--- src/rtl/ddr2_if_pkg.sv ---
// Shared definitions for the 256-bit cache-to-DDR2 command link: widths, responder FSM states,
// LFSR constants and the read-miss fill pattern.
package ddr2_if_pkg;

  localparam int unsigned ADDR_W   = 28;
  localparam int unsigned DATA_W   = 256;
  localparam int unsigned LINE_OFS = 3;

  localparam logic [7:0] LFSR_SEED = 8'hA5;
  localparam logic [7:0] LFSR_TAPS = 8'hB8;

  typedef enum logic [1:0] {
    StIdle,
    StBusy,
    StResp,
    StHold
  } resp_state_e;

  // Miss data: the full command address repeated in every 32-bit word.
  function automatic logic [DATA_W-1:0] fill_pattern(input logic [ADDR_W-1:0] addr);
    return {8{{4'h0, addr}}};
  endfunction

endpackage

--- src/rtl/mem_resp_lfsr8.sv ---
// 8-bit Galois LFSR used to jitter response latency. Advances every cycle.
module mem_resp_lfsr8
  import ddr2_if_pkg::*;
(
  input  logic       clk,
  input  logic       rst,
  output logic [7:0] lfsr
);

  logic [7:0] lfsr_q, lfsr_d;

  // Galois step: shift right, fold the taps in when the outgoing bit is set.
  always_comb begin
    lfsr_d = lfsr_q >> 1;
    if (lfsr_q[0]) begin
      lfsr_d = (lfsr_q >> 1) ^ LFSR_TAPS;
    end
  end

  // State register, seeded on reset.
  always_ff @(posedge clk) begin
    if (rst) begin
      lfsr_q <= LFSR_SEED;
    end else begin
      lfsr_q <= lfsr_d;
    end
  end

  assign lfsr = lfsr_q;

endmodule

--- config.mk ---
export PLATFORM = sky130hd
export DESIGN_NAME = mem_resp_lfsr8
export DESIGN_NICKNAME = d
export VERILOG_FILES = /design/src/rtl/ddr2_if_pkg.sv /design/src/rtl/mem_resp_lfsr8.sv
export SDC_FILE = /design/constraint.sdc
export NUM_CORES = 1
export LEC_CHECK = 0
export ABC_AREA = 1
export CAP_MARGIN = 10
export CORE_AREA = 5 5 42 44
export DETAILED_ROUTE_END_ITERATION = 16
export DIE_AREA = 0 0 47 49
export PLACE_DENSITY = 0.5
export SLEW_MARGIN = 20
export SYNTH_ARGS = -nofsm -noshare
export SYNTH_HDL_FRONTEND = slang
export SYNTH_SLANG_ARGS = --single-unit
--- constraint.sdc ---
create_clock -name clk -period 1.8 [get_ports clk]
set_clock_uncertainty 0.15 [all_clocks]
set_input_delay 0.36 -clock clk [delete_from_list [all_inputs] [get_ports clk]]
set_output_delay 0.36 -clock clk [all_outputs]
set_load 0.01 [all_outputs]
After elaboration in Yosys (flattened, before gate mapping)
Cells that the tools add are included.
- multiplexer cells: 1
- bitwise logic cells: 1
- operator list (cell ; count):
    8-bit two-way mux ; 1
    3-bit inverter with 4-bit output ; 1
- flip-flop bits (word level): 8
- output and inout bits: 8
- word-level logic and storage cells: 3

Logic depth before layout (Yosys ltp)
- depth in word-level cells: 2
- mapped depth: 3
- gate-level depth less buffers: 3

Worst setup path after synthesis
OpenSTA, ideal clock, no wires.
- path type: reg2out
- start point: reg lfsr_q[0], in the netlist lfsr[0]
- end point: out lfsr[0]
- arrival: 525 ps
- slack: 765 ps
- stages on the path, launching flop included: 2
- cells stage by stage: dfxtp_1 -> buf_4
- RTL lines (what ; RTL line ; text):
    start, declared ; mem_resp_lfsr8.sv:10 ; logic [7:0] lfsr_q, lfsr_d;
    start signal, assigned ; mem_resp_lfsr8.sv:25 ; lfsr_q <= lfsr_d;
    end, declared ; mem_resp_lfsr8.sv:7 ; output logic [7:0] lfsr
No word-level cell between the ends.

Final worst setup path
- start point: reg lfsr_q[0], in the netlist lfsr[0]
- end point: out lfsr[0]
No word-level cell between the ends.

==> impl_results.md <==
- Run status: finished clean
- # hold bufs at CTS: 0
- Total clock sinks: 8
- Area grow syn2layout: 34.1%
- FF-to-FF Start: lfsr[0]
- Synth area leaders: dfxtp_1 (57%), buf_4 (13%), nand2_1 (9.3%)
- Synth cell types: 7
- VDD IR max: 0.224 mV
- FF-to-FF path depth: 3
- Synthesized cell area: 283 sq um
- Num CTS Buffers: 3
- CTS tree: yes
- Max stage delay cell, worst path: clkdlybuf4s50_1
- H-tree depth: 1
- # DRC: 0
- Setup TNS: 0 ns
- Largest area contributor in the netlist: dfxtp_1
- Final Wtd Congestion: 0.637
- Crit Path Max Fanout: 7
- First-pass GRT wire length: between 700 and 800 um
- Main synth FF type: dfxtp_1
- Worst r2r dst: lfsr[5]
- Core ar.: 1400 sq um
- Leak pwr: between 0.15 and 0.2 nW
- CP Capture Type: primary output
- Maximum root-to-sink buffer count: 2
- Post-synthesis net count: 36
- Setup violations, final: 0
- Die width: around 47 um
- DP HPWL: 346 um
- GRT overflow: 0
- Starting Density: 20.2%
- Rows: 14
- Clock Latency Late Sink: 0.25 ns
- Max reg flops: 8
- Drt first pass iters: 2
- Share of cells above drive strength 1: 9.76%
- Yosys warnings: 0
- Cell Chain, Critical Path: clkdlybuf4s50_1
- Minimum clock period after layout: roughly 1.7 ns
- Crit share post-route: 93.4%
- Die height: approximately 49 um
- Count leader, synth: dfxtp_1
- IO Pins: 10
- Worst Path Buf+Inv: 1
- Initial antenna violation count: 0
- Max_slew headroom: approximately nine tenths
- Post-synth ARST share: 0%
- Synth top area share: 56.6%
- Post-synth EDFFs: 0
- Pwr/cell area: 1040 nW/um^2
- Largest net degree at the start of global routing: 8
- Max Fclk: 595 MHz
- HP Start: lfsr[2]
- CP top delay family: buffers and inverters
- Crit Path Category: flip-flop to primary output
- DR vias/cell: 3.42
- Vias in the first global route: 192
- Post-Route WL: 481 um
- DRT iter0 DRCs: 6
- RSZ-0062 raised after global routing: no
- Post-Place Cell Area: 355 sq um
- CP startpoint kind: flip-flop
- Hold Path Class: flip-flop to flip-flop
- Post-synth top cells: dfxtp_1 (8), nand2_1 (7), nor2_1 (6)
- Critical Path AT: roughly 1.2 ns
- Ant. Diodes: 0
- Hold-critical path endpoint: lfsr[1]
- Worst reg2reg setup slack: 0.99 ns
- Syn Area/Cell: 8.32 sq um
- Slew @ Worst Pin: 0.152 ns
- Sequential fraction of the synthesis area: between 50% and 60%
- Post-route ant nets: 0
- Hold depth: 2
- WL/cell: 8.44 um
- Worst-path clk slew: 0.06 ns
- GRT Total Usage: 5.09%
- # port buffers: 9
- NumNets Final: between 40 and 50
- Root Driver: clkbuf_4
- Max incr delay on CP: 0.55 ns
- Req. time, crit path: ~1.3 ns
- Post-synthesis register bit count: 8
- Instance count of the mapped netlist: 34
- Final Slew Violations: 0
- DIE AREA: 2300 sq um
- Max Cap Viol: 0
- Via count: 195
- Post-route cell area: between 300 and 400 sq um
- Final hold viol count: 0
worst max path at each step:
| stage | start | to | slack, ns | cells after the start |
|---|---|---|---|---|
| floorplan | lfsr[0] | lfsr[0] | 0.77 | 1 |
| global placement | lfsr[0] | lfsr[0] | 0.32 | 1 |
| detailed placement | lfsr[0] | lfsr[0] | 0.31 | 1 |
| CTS | lfsr[0] | lfsr[0] | 0.03 | 1 |
| global route | lfsr[6] | lfsr[6] | 0.06 | 1 |
| finish | lfsr[0] | lfsr[0] | 0.12 | 1 |
cells by family after synthesis:
group	count (synthesis)	synth area share, %
flip-flops	8	56.6
buffers and inverters	10	19.9
AND/OR/NAND/NOR	16	23.5
cell type report:
type | count | area, sq um
fill | 163 | 1020
inverter | 5 | 18.8
sequential | 8 | 161
timing repair buffer | 9 | 90.1
tap | 16 | 20.0
multi-input combinational | 16 | 66.3
clock buffer | 3 | 22.5
layer usage:
metal  part of all wire (%)  up-vias  GRT usage [%]
met4                      0        0           5.53
met2                     40        7           5.43
li1                       -      108              -
met3                     13        0           3.32
met1                     47       80           6.00
met5                      0        -              0
cells in the final DEF, fill, tap and decap left out:
master           n
nand3_1          1
nor2_1           6
dfxtp_1          7
or2_1            2
clkbuf_4         3
nand2_1          7
dfxtp_2          1
inv_1            5
clkdlybuf4s50_1  9
power by group:
group          total (mW)  internal, mW  switching (mW)  leakage (nW)
clock network       0.139        0.0764          0.0623        0.0138
logic              0.0532        0.0316          0.0216         0.104
registers           0.201         0.192         0.00945        0.0668
total               0.393         0.300          0.0934         0.185
timing repair:
action | 4_1_cts | 5_1_grt
endpoints found under the hold margin | 0 | 0
gates resized for setup | 0 | 1
setup endpoints to repair | 0 | 1
setup buffers | 0 | 0
through the flow:
| step | setup slack (ns) | util (%) | instances | power (mW) | hold WS (ns) |
|---|---|---|---|---|---|
| 2_1_floorplan | 0.765 | - | 34 | 0.236 | 0.253 |
| 3_3_place_gp | 0.322 | 25.4 | 54 | 0.259 | 0.269 |
| 3_5_place_dp | 0.315 | 25.4 | 54 | 0.259 | 0.269 |
| 4_1_cts | 0.0333 | 27.0 | 57 | 0.400 | 0.278 |
| 5_1_grt | 0.0642 | 27.1 | 57 | 0.414 | 0.304 |
| 6_report | 0.119 | 27.1 | 57 | 0.393 | 0.277 |
(Power assumes the default switching activity.)
